<file path="src/rtl/noc_common_mem_fifo_pkg.sv">
//----------------------------------------------------------------------------
// Module  : noc_common_mem_fifo_pkg
// Brief   : Shared constants and types for the NoC memory-backed FIFO.
// Revision: 1.0 - initial release
//----------------------------------------------------------------------------
`default_nettype none

package noc_common_mem_fifo_pkg;

    localparam int OB_DEPTH       = 2;
    localparam int OB_CNTW        = $clog2(OB_DEPTH + 1);
    localparam int MEM_RD_LATENCY = 1;

    typedef logic [OB_CNTW-1:0] ob_cnt_t;

endpackage

`default_nettype wire

</file>
<file path="src/rtl/noc_common_mem_fifo_ob.sv">
//----------------------------------------------------------------------------
// Module  : noc_common_mem_fifo_ob
// Brief   : 2-entry registered output buffer, valid/ready on the pop side.
// Revision: 1.0 - initial release
//----------------------------------------------------------------------------
`default_nettype none

module noc_common_mem_fifo_ob
    import noc_common_mem_fifo_pkg::*;
#(
    parameter int DATAW = 64
) (
    input  logic             clk,
    input  logic             rst,
    input  logic             i_push,
    input  logic [DATAW-1:0] i_push_data,
    output logic             o_vld,
    input  logic             i_rdy,
    output logic [DATAW-1:0] o_data,
    output ob_cnt_t          o_cnt
);

    logic [DATAW-1:0] r_data [OB_DEPTH];
    ob_cnt_t          r_cnt;
    logic             w_pop;

    assign o_vld  = (r_cnt != '0);
    assign o_data = r_data[0];
    assign o_cnt  = r_cnt;
    assign w_pop  = o_vld && i_rdy;

    // Entry 0 is always the head; entry 1 shifts down on pop.
    always_ff @(posedge clk) begin
        if (rst) begin
            r_cnt <= '0;
        end else begin
            case ({i_push, w_pop})
                2'b10: begin
                    if (r_cnt == '0) r_data[0] <= i_push_data;
                    else             r_data[1] <= i_push_data;
                    r_cnt <= r_cnt + OB_CNTW'(1);
                end
                2'b01: begin
                    r_data[0] <= r_data[1];
                    r_cnt     <= r_cnt - OB_CNTW'(1);
                end
                2'b11: begin
                    if (r_cnt == OB_CNTW'(1)) begin
                        r_data[0] <= i_push_data;
                    end else begin
                        r_data[0] <= r_data[1];
                        r_data[1] <= i_push_data;
                    end
                end
                default: ;
            endcase
        end
    end

endmodule

`default_nettype wire

</file>
<file path="src/rtl/noc_common_mem_fifo_ctrl.sv">
//----------------------------------------------------------------------------
// Module  : noc_common_mem_fifo_ctrl
// Brief   : Valid/ready FIFO controller driving a 1R1W memory wrapper.
// Revision: 1.0 - initial release
//----------------------------------------------------------------------------
`default_nettype none

module noc_common_mem_fifo_ctrl
    import noc_common_mem_fifo_pkg::*;
#(
    parameter int DATAW = 64,
    parameter int DEPTH = 32,
    parameter int ADDRW = $clog2(DEPTH),
    parameter int CNTW  = $clog2(DEPTH + 3)
) (
    input  logic             Clk,
    input  logic             Rst,
    input  logic             WrVld,
    output logic             WrRdy,
    input  logic [DATAW-1:0] WrData,
    output logic             RdVld,
    input  logic             RdRdy,
    output logic [DATAW-1:0] RdData,
    output logic             MemRdEn,
    output logic [ADDRW-1:0] MemRdAddr,
    input  logic [DATAW-1:0] MemRdData,
    output logic             MemWrEn,
    output logic [ADDRW-1:0] MemWrAddr,
    output logic [DATAW-1:0] MemWrBitEn,
    output logic [DATAW-1:0] MemWrData,
    output logic [CNTW-1:0]  Count,
    output logic             Empty
);

    localparam int                      c_MEM_CNTW  = $clog2(DEPTH + 1);
    localparam logic [c_MEM_CNTW-1:0]   c_MEM_FULL  = c_MEM_CNTW'(DEPTH);
    localparam logic [ADDRW-1:0]        c_LAST_ADDR = ADDRW'(DEPTH - 1);

    generate
        if (MEM_RD_LATENCY != 1) begin : g_bad_rd_latency
            $error("noc_common_mem_fifo_ctrl supports a memory read latency of 1 only");
        end
    endgenerate

    logic [ADDRW-1:0]      r_wr_ptr;
    logic [ADDRW-1:0]      r_rd_ptr;
    logic [c_MEM_CNTW-1:0] r_mem_cnt;
    logic                  r_inflight;
    logic [CNTW-1:0]       r_count;

    logic                  w_push;
    logic                  w_pop;
    logic                  w_issue;
    ob_cnt_t               w_ob_cnt;
    ob_cnt_t               w_ob_cnt_nxt;
    logic [2:0]            w_occ;
    logic [c_MEM_CNTW-1:0] w_mem_cnt_nxt;

    assign WrRdy  = !Rst && (r_mem_cnt < c_MEM_FULL);
    assign w_push = WrVld && WrRdy;
    assign w_pop  = RdVld && RdRdy;

    // Credit rule: buffered plus in-flight words never exceed the buffer depth.
    assign w_occ   = 3'(w_ob_cnt) + 3'(r_inflight);
    assign w_issue = !Rst && (r_mem_cnt != '0) && (w_occ < (3'(OB_DEPTH) + 3'(w_pop)));

    assign w_mem_cnt_nxt = r_mem_cnt + c_MEM_CNTW'(w_push) - c_MEM_CNTW'(w_issue);
    assign w_ob_cnt_nxt  = w_ob_cnt + ob_cnt_t'(r_inflight) - ob_cnt_t'(w_pop);

    assign MemWrEn    = w_push;
    assign MemWrAddr  = r_wr_ptr;
    assign MemWrData  = WrData;
    assign MemWrBitEn = '1;
    assign MemRdEn    = w_issue;
    assign MemRdAddr  = r_rd_ptr;

    assign Count = r_count;
    assign Empty = (r_count == '0);

    always_ff @(posedge Clk) begin
        if (Rst) begin
            r_wr_ptr   <= '0;
            r_rd_ptr   <= '0;
            r_mem_cnt  <= '0;
            r_inflight <= 1'b0;
            r_count    <= '0;
        end else begin
            if (w_push) r_wr_ptr <= (r_wr_ptr == c_LAST_ADDR) ? '0 : r_wr_ptr + ADDRW'(1);
            if (w_issue) r_rd_ptr <= (r_rd_ptr == c_LAST_ADDR) ? '0 : r_rd_ptr + ADDRW'(1);
            r_mem_cnt  <= w_mem_cnt_nxt;
            r_inflight <= w_issue;
            r_count    <= CNTW'(w_mem_cnt_nxt) + CNTW'(w_issue) + CNTW'(w_ob_cnt_nxt);
        end
    end

    // Read data from the macro is captured the cycle after issue.
    noc_common_mem_fifo_ob #(
        .DATAW (DATAW)
    ) u_ob (
        .clk         (Clk),
        .rst         (Rst),
        .i_push      (r_inflight),
        .i_push_data (MemRdData),
        .o_vld       (RdVld),
        .i_rdy       (RdRdy),
        .o_data      (RdData),
        .o_cnt       (w_ob_cnt)
    );

    a_no_push_when_full: assert property (@(posedge Clk) disable iff (Rst)
        !(MemWrEn && !WrRdy));
    a_rd_data_hold: assert property (@(posedge Clk) disable iff (Rst)
        (RdVld && !RdRdy) |=> $stable(RdData));
    a_mem_cnt_bound: assert property (@(posedge Clk) disable iff (Rst)
        r_mem_cnt <= c_MEM_FULL);
    a_no_addr_collision: assert property (@(posedge Clk) disable iff (Rst)
        !(MemWrEn && MemRdEn && (MemWrAddr == MemRdAddr)));

endmodule

`default_nettype wire

</file>
<file path="config.mk">
export PLATFORM = sky130hd
export DESIGN_NAME = noc_common_mem_fifo_ctrl
export DESIGN_NICKNAME = d
export VERILOG_FILES = /design/src/rtl/noc_common_mem_fifo_pkg.sv /design/src/rtl/noc_common_mem_fifo_ob.sv /design/src/rtl/noc_common_mem_fifo_ctrl.sv
export SDC_FILE = /design/constraint.sdc
export NUM_CORES = 1
export LEC_CHECK = 0
export ABC_AREA = 0
export BUFFER_PORTS_ARGS = -buffer_cell sky130_fd_sc_hd__buf_2
export CELL_PAD_IN_SITES_DETAIL_PLACEMENT = 1
export CELL_PAD_IN_SITES_GLOBAL_PLACEMENT = 2
export CORE_ASPECT_RATIO = 0.75
export CORE_MARGIN = 4
export CORE_UTILIZATION = 30
export CTS_CLUSTER_SIZE = 12
export DETAILED_ROUTE_END_ITERATION = 8
export PLACE_DENSITY = 0.91
export RECOVER_POWER = 50
export SYNTH_ARGS = -nofsm -noshare
export SYNTH_HDL_FRONTEND = slang
export SYNTH_SLANG_ARGS = --single-unit
</file>
<file path="constraint.sdc">
create_clock -name Clk -period 7.3 [get_ports Clk]
set_clock_uncertainty 0.15 [all_clocks]
set_input_delay 1.46 -clock Clk [delete_from_list [all_inputs] [get_ports Clk]]
set_output_delay 1.46 -clock Clk [all_outputs]
set_load 0.01 [all_outputs]
</file>
## Word-level counts from Yosys, hierarchy flattened

Memories as Yosys holds them, arrays and structs flattened.
Cells that the tools add are included.
Widths: inputs -> output; s select.

| storage, ports and cells | value |
|---|---|
| memories kept | 1 |
| bits in writable memories | 128 |
| bits of input ports | 132 |
| register bits | 25 |

Memories:

| name | depth | bits a word | rd ports | clocked after memory_dff | write ports | RTL line | source |
|---|---|---|---|---|---|---|---|
| u_ob.r_data | 2 | 64 | 2 | 0 | 2 | noc_common_mem_fifo_ob.sv:23 | `logic [DATAW-1:0] r_data [OB_DEPTH];` |

| cells by class | value |
|---|---|
| equality and inequality tests | 6 |
| reduce and logical (&&, ||, !) cells | 11 |
| multiplexer cells | 26 |
| magnitude comparators | 2 |
| bitwise gates (word level) | 4 |
| add/sub/neg operators | 12 |

Operators by type and width:

| operator | number |
|---|---|
| $mux 64 | 4 |
| $mux 1 | 19 |
| $add 6x1->6 | 2 |
| $add 5x1->5 const B | 2 |
| $eq 5x5->1 const B | 2 |
| $mux 5 | 2 |
| $add 6x2->6 | 1 |
| $logic_not 6->1 | 1 |
| $lt 6x6->1 const B | 1 |
| $reduce_bool 6->1 | 1 |
| $sub 6x1->6 | 1 |
| $logic_and 1x1->1 | 5 |
| $eq 2x1->1 const B | 2 |
| $eq 2x2->1 const B | 2 |
| $or 1x1->1 | 4 |
| $pmux 2 s2 | 1 |
| $reduce_bool 2->1 | 2 |
| $add 2x1->3 | 1 |
| $add 2x1->3 const A | 1 |
| $lt 3x3->1 | 1 |
| $add 2x1->2 | 1 |
| $add 2x1->2 const B | 1 |
| $logic_not 2->1 | 1 |
| $sub 2x1->2 | 1 |
| 2 further kinds | 2 |

## Longest topological paths before layout

Gate-level depths: netlist of the first run.

| depth | value |
|---|---|
| word-level depth | 9 |
| depth in mapped cells | 13 |

## Hierarchy

From an unflattened synthesis of the first run, not the netlist that was laid out.

| second synthesis, totals | value |
|---|---|
| cells, all modules | 568 |
| area, all modules | 7911.3 um^2 |

Modules (own cells, without submodules):

| module | instances | seq. area each (um^2) | area each (um^2) | cells an instance |
|---|---|---|---|---|
| noc_common_mem_fifo_ob | 1 | 3883.7 | 5555.3 | 288 |
| noc_common_mem_fifo_ctrl | 1 | 460.4 | 2356.0 | 280 |

## Least setup slack after synthesis of the first run

No wires, ideal clock.

| path | value |
|---|---|
| kind | input-to-reg |
| start point | input port RdRdy |
| end point | memory u_ob.r_data[1][36], in the netlist u_ob.r_data[0][100] (enable) |
| stages | 5 |
| required time | 6664 ps |
| buffers on the path | 0 |
| setup slack | 1759 ps |
| arrival time | 4905 ps |
| setup time | 486 ps |
| path through | and2b_2 > ha_1 > nor4b_1 > a21oi_1 > nor2_1 |

RTL lines:

| what | RTL line | source |
|---|---|---|
| start, declared | noc_common_mem_fifo_ctrl.sv:22 | `input logic RdRdy,` |
| end, declared | noc_common_mem_fifo_ob.sv:23 |  |

## Worst setup path in the final report of the first run

| path | value |
|---|---|
| start point | input port Rst |
| end point | output port MemWrEn |

| between the ends | value |
|---|---|
| longest elaborated chain between the ends | 3 |

Ends and longest elaborated chain:

| what | RTL line | source |
|---|---|---|
| start, declared | noc_common_mem_fifo_ctrl.sv:17 | `input logic Rst,` |
| $logic_not 1->1 | noc_common_mem_fifo_ctrl.sv:59 | `assign WrRdy = !Rst && (r_mem_cnt < c_MEM_FULL);` |
| $logic_and 1x1->1 | noc_common_mem_fifo_ctrl.sv:59 |  |
| $logic_and 1x1->1 | noc_common_mem_fifo_ctrl.sv:60 | `assign w_push = WrVld && WrRdy;` |
| end, declared | noc_common_mem_fifo_ctrl.sv:27 | `output logic MemWrEn,` |

No other way between the ends.

==> flow_summary_export.csv, run 1 <==
group,metric,value,unit
outcome,outcome,"finished with violations",
outcome,violations,"capacitance limit, slew limit",
worst_setup_path,slowest_delay,1.11,ns
die,initial_utilization,30.5,%
sta,rsz0062_at_grt,"no",
layout,final_area,0.00801,mm2
die,core,0.0250,mm2
global_routing,grt_pass1_wl,23300,um
clock_network,htreeDepth,4,
sta,worstMarginPinSlew,1.57,ns
detailed_routing,top_layer,"met4",
placement,place_congestion,0.735,
logic_synthesis,synth_ff_type,"edfxtp_1",
worst_setup_path,cp_slowest_cell,"clkbuf_1",
sta,finalSetupTns,0,ns
sta,max_freq,199,MHz
sta,min_period_over_period,68.7,%
layout,syn2layout_area_growth,5.07,%
worst_setup_path,path_cells,"clkbuf_1, nor2_1, nand2_1, inv_1, buf_2",
detailed_routing,drc,0,
logic_synthesis,ys_seq_area_share,57.0,%
sta,setup_viol,0,
clock_network,cts_sinks,153,
detailed_routing,first_pass_iters,4,
detailed_routing,route.met2.wl,6950,um
pwr,total_power,3.02,mW
die,io_pins,345,
detailed_routing,routed_wirelength,15200,um
placement,dpl_cell_area,0.00759,mm2
clock_network,clk_path_buf_depth,2,
global_routing,grt_max_degree,65,
layout,mostFrequentLayoutCells,"128 x edfxtp_1, 117 x clkbuf_1, 64 x mux2_2, 64 x conb_1, 36 x buf_2",
worst_setup_path,path_class,"input port to primary output",
clock_network,cts_tree,"built",
pwr,powerDensity,377,mW/mm2
logic_synthesis,synth.top_cells.by_area,"edfxtp_1 50%, buf_4 19%, mux2_2 9.5%, dfxtp_1 6.6%, ha_1 3.6%",
die,rows,50,
clock_network,postCtsSetupRepairBufs,0,
worst_setup_path,timing.rr.start,"u_ob.o_cnt[0]",
pwr,ir_drop,0.176,mV
logic_synthesis,synth_cell_types,48,
worst_setup_path,required,5.69,ns
worst_setup_path,endpoint,"MemWrEn",
sta,min_period,5.02,ns
worst_setup_path,end_kind,"primary output",
clock_network,cts_resized,0,
worst_setup_path,rrSetupSlack,3.05,ns
layout,fin_nets,756,
detailed_routing,vias_per_cell,4.03,
global_routing,antenna_found_initial,1,
hold_path,hold_path_class,"flop to flop",
die,fp.dieW,192,um
detailed_routing,dr_wl_met3,1390,um
worst_setup_path,r2r_end,"Count[5]",
worst_setup_path,start_kind,"input port",
layout,final_common_cell,"edfxtp_1",
worst_setup_path,r2r_cells,13,
logic_synthesis,ys_warn_count,0,
clock_network,cts_buffers,17,
logic_synthesis,syn_avg_cell_area,13.5,um2
die,die_area,0.0281,mm2
detailed_routing,antenna_left,0,
clock_network,clk_latency,0.42,ns
detailed_routing,drtIter0Drc,159,
logic_synthesis,netlist_area,0.00762,mm2
placement,dp_hpwl,10800,um
detailed_routing,routedWlPerCell,16.0,um
logic_synthesis,async_flop_share,0,%
global_routing,grt_overflow,0,
logic_synthesis,synth_top_area_share,50.4,%
worst_setup_path,cp-startpoint,"Rst",
logic_synthesis,synth-seq-cells,153,
sta,slew_headroom,-4.61,%
clock_network,root_buffer,"clkbuf_16",
logic_synthesis,synth_edf_count,128,
placement,io_buffer_count,152,
logic_synthesis,syn-instance-count,563,
worst_setup_path,cp_max_fo,30,
sta,hold_violations,0,
sta,finalMaxSlewViolations,31,
detailed_routing,vias,3829,
clock_network,cts_hold_buf,0,
logic_synthesis,synth_top_area_cell,"edfxtp_1",
sta,holdWs,0.346,ns
clock_network,clk_pin_slew_worst_paths,0.06,ns
pwr,p_leak,2.92,nW
global_routing,grt_pass1_vias,4059,
layout,diodes,0,
global_routing,grt_usage,10.7,%
run,drv_cap,1,
layout,drive_gt1_share,23.0,%
die,die_h,146,um
worst_setup_path,arrival,3.41,ns
detailed_routing,wl_met1,6630,um
## where the power goes
| group | leakage, nW | switching [mW] | internal [mW] | total (mW) |
|---|---|---|---|---|
| sequential | 1.38 | 0.0636 | 1.18 | 1.25 |
| clock | 0.271 | 0.371 | 0.477 | 0.848 |
| combinational | 1.27 | 0.559 | 0.368 | 0.928 |
## critical path, delay by kind of cell
kind	cells	cell delay [ns]
buffers and inverters	3	1.47
AND/OR/NAND/NOR	2	0.46
## through the flow
step	setup slack [ns]	utilization (%)	instances
2_1_floorplan	1.76	-	626
3_3_place_gp	2.46	30.4	918
3_5_place_dp	2.34	30.4	918
4_1_cts	2.77	32.7	950
5_1_grt	2.04	32.1	950
6_report	2.28	32.1	950
## area by class of cell
class / count / area (um2)
clock inverter: 14 / 138
clock buffer: 18 / 429
sequential: 153 / 4340
inverter: 18 / 67.6
fill: 2757 / 17000
tap: 338 / 423
timing repair buffer: 155 / 638
multi-input combinational: 254 / 1970
## cells in the mapped netlist, drive strengths merged, types with 2 or more instances
library cell	number
o21ai	5
xnor2	7
xor2	4
inv	18
mux2	64
nand2b	4
nand3	2
a211oi	2
fa	3
nor2	16
clkbuf	2
a2111oi	3
nand3b	5
dfxtp	25
a31oi	2
and3	4
nand2	7
ha	22
buf	199
and2b	2
or3b	2
nor2b	6
edfxtp	128
a21oi	11
or4	2
nor3	4
## flip-flops by register name, summed over array words and instances (netlist names)
register and flops:
Count 6, u_ob.r_data 128, u_ob.o_cnt 2, r_inflight 1, MemWrAddr 5, r_mem_cnt 6, MemRdAddr 5
## worst min path at each step
stage                       start             to  slack (ns)  cells past startpoint
floorplan           u_ob.o_cnt[1]  u_ob.o_cnt[1]        0.36                      2
global placement     MemRdAddr[2]   MemRdAddr[2]        0.33                      2
detailed placement   MemWrAddr[4]   MemWrAddr[4]        0.34                      2
CTS                  MemWrAddr[4]   MemWrAddr[4]        0.35                      2
global route         MemWrAddr[4]   MemWrAddr[4]        0.38                      2
finish               MemWrAddr[4]   MemWrAddr[4]        0.35                      2
## metal layers
metal	vias to the layer above	track usage, %
met5	-	0
met3	13	4.97
met4	0	3.60
met1	1874	13.6
li1	1788	-
met2	154	16.3
## cells by family after synthesis
kind of cell	after synthesis	share of synthesized area (%)
multiplexers	65	9.58
flip-flops	153	57.0
adder cells (fa/ha/maj)	25	4.40
AO/OA/AOI/OAI	27	2.49
AND/OR/NAND/NOR	62	4.68
XOR/XNOR	11	1.26
buffers and inverters	219	20.6
other	1	0.0492
Power figures use the tool's default switching activity.
==> run 2: changes to the inputs <==
--- a/config.mk
+++ b/config.mk
@@ -11,10 +11,10 @@
 export CELL_PAD_IN_SITES_GLOBAL_PLACEMENT = 2
 export CORE_ASPECT_RATIO = 0.75
 export CORE_MARGIN = 4
-export CORE_UTILIZATION = 30
+export CORE_UTILIZATION = 27
 export CTS_CLUSTER_SIZE = 12
 export DETAILED_ROUTE_END_ITERATION = 8
-export PLACE_DENSITY = 0.91
+export PLACE_DENSITY = 0.87
 export RECOVER_POWER = 50
 export SYNTH_ARGS = -nofsm -noshare
 export SYNTH_HDL_FRONTEND = slang
==> constraint.sdc (replaced) <==
create_clock -name Clk -period 4.5 [get_ports Clk]
set_clock_uncertainty 0.15 [all_clocks]
set_input_delay 0.9 -clock Clk [delete_from_list [all_inputs] [get_ports Clk]]
set_output_delay 0.9 -clock Clk [all_outputs]
set_load 0.01 [all_outputs]
==> run 2 against run 1 <==
- first-iteration DRC count fell by 16%
- non-clock buffer count rose by 2
- clock power rose by 71%
- the run now ends clean
- combinational power rose by 67%
- global-route usage fell by 0.53 points
- sequential share of layout area fell by 0.78 points
- die area rose by 11%
- cell area rose by 1.5%
- register-to-register slack got worse by 2.2 ns
- utilization fell by 2.4 points
- critical path depth rose by 6
==> flow_summary_export.csv, run 2 (same netlist as run 1, synthesis figures left out) <==
group,metric,value,unit
worst_setup_path,cp_common_cell,"ha_1",
detailed_routing,route.met2.wl,7350,um
clock_network,clk_latency,0.42,ns
detailed_routing,dr_wl_met3,1240,um
pwr,power.switching,1.67,mW
worst_setup_path,cp_slowest_cell,"fa_1",
die,initial_utilization,27.8,%
layout,diodes,0,
sta,hold_violations,0,
die,fp.dieW,202,um
run,drv_cap,0,
detailed_routing,vias_per_cell,3.93,
placement,place_congestion,0.747,
worst_setup_path,path_class,"flop to flop",
worst_setup_path,crit_family,"adder cells",
clock_network,cts_tree,"built",
global_routing,antenna_found_initial,1,
detailed_routing,routed_wirelength,16000,um
clock_network,root_buffer,"clkbuf_16",
detailed_routing,antenna_left,0,
layout,largest_reg_flops,128,
die,die_h,154,um
worst_setup_path,slowest_delay,0.51,ns
detailed_routing,drtIter0Drc,134,
clock_network,clk_pin_slew_worst_paths,0.07,ns
layout,mostFrequentLayoutCells,"128 x edfxtp_1, 122 x clkbuf_1, 64 x mux2_2, 64 x conb_1, 29 x buf_2",
detailed_routing,first_pass_iters,4,
worst_setup_path,arrival,3.87,ns
clock_network,clk_path_buf_depth,2,
pwr,p_leak,2.94,nW
sta,worstMarginPinSlew,0.681,ns
worst_setup_path,critPathBufInv,2,
detailed_routing,vias,3900,
worst_setup_path,cp_max_fo,5,
clock_network,cts_resized,0,
detailed_routing,top_layer,"met4",
layout,fin_nets,758,
detailed_routing,wl_met1,7160,um
pwr,intPower,3.37,mW
placement,dp_hpwl,11000,um
global_routing,grt_max_degree,65,
clock_network,postCtsSetupRepairBufs,0,
die,io_pins,345,
placement,dpl_cell_area,0.00770,mm2
sta,timing.final.ws_setup,0.832,ns
hold_path,hold_path_class,"flop to flop",
layout,fillCellCount,3030,
global_routing,grt_pass1_wl,24600,um
worst_setup_path,start_kind,"flop",
worst_setup_path,path_cells,"inv_1, ha_1, or3b_1, a2111oi_4, ha_1, inv_1, ha_1, fa_1, fa_1, a31o_2, a21oi_1",
layout,regMostFlops,"u_ob.r_data",
layout,syn2layout_area_growth,6.60,%
layout,postLayoutCoreUtil,29.7,%
global_routing,grt_usage,10.2,%
pwr,p_sw_share,33.1,%
sta,finalMaxSlewViolations,0,
die,core,0.0274,mm2
sta,max_freq,273,MHz
placement,dp.cells,960,
clock_network,htreeDepth,4,
worst_setup_path,end_kind,"flop",
clock_network,cts_hold_buf,0,
placement,io_buffer_count,152,
pwr,power_frac_comb,30.9,%
pwr,p_clk_share,28.9,%
sta,holdWs,0.357,ns
sta,rsz0062_at_grt,"no",
detailed_routing,drc,0,
sta,min_period,3.67,ns
worst_setup_path,required,4.70,ns
die,rows,52,
placement,place_ws,0.688,ns
pwr,total_power,5.03,mW
clock_network,cts_buffers,17,
pwr,seq_power_share,40.3,%
layout,final_common_cell,"edfxtp_1",
clock_network,cts_sinks,153,
sta,slew_headroom,54.0,%
sta,setup_viol,0,
layout,final_area,0.00813,mm2
layout,drive_gt1_share,22.1,%
die,die_area,0.0310,mm2
sta,finalSetupTns,0,ns
detailed_routing,routedWlPerCell,16.2,um
sta,min_period_over_period,81.5,%
outcome,outcome,"complete, no violations",
pwr,powerDensity,619,mW/mm2
global_routing,grt_overflow,0,
global_routing,grt_pass1_vias,4166,
layout,final_cells,992,
pwr,ir_drop,0.240,mV
-- run 2: path summary, 6_finish.rpt --
| path | start | to | slack, ns | cells after the start |
|---|---|---|---|---|
| min | MemRdAddr[2] | MemRdAddr[2] | 0.36 | 2 |
| max reg2reg | u_ob.o_cnt[0] | Count[4] | 0.83 | 11 |
| max | u_ob.o_cnt[0] | Count[4] | 0.83 | 11 |
| min reg2reg | MemRdAddr[2] | MemRdAddr[2] | 0.36 | 2 |
-- run 2: per-layer routing --
| metal | GRT usage [%] | vias to the layer above |
|---|---|---|
| li1 | - | 1791 |
| met1 | 12.9 | 1940 |
| met2 | 15.6 | 149 |
| met3 | 4.74 | 20 |
| met4 | 3.32 | 0 |
| met5 | 0 | - |
-- run 2: final cells by class --
type	count	area [um2]	area share, %
clock inverters	15	164	2.02
inverters	18	67.6	0.831
repair buffers	157	682	8.39
multi-input cells	254	1970	24.3
flip-flops and latches	153	4340	53.4
clock buffers	17	425	5.23
well taps	378	473	5.82
-- run 2: tightest hold or removal path, stage by stage (launching register included) --
cell and delay (ns):
dfxtp_1 0.34, nand2_1 0.08, a21oi_2 0.05
-- run 2: power groups by stage --
stage               Clock (mW)  Sequential, mW  Combinational, mW
finish                    1.45            2.03               1.55
global route              1.58            2.06               1.76
CTS                       1.51            2.03               1.63
detailed placement           0            2.06               1.63
global placement             0            2.05               1.58
floorplan                    0            2.04               1.33
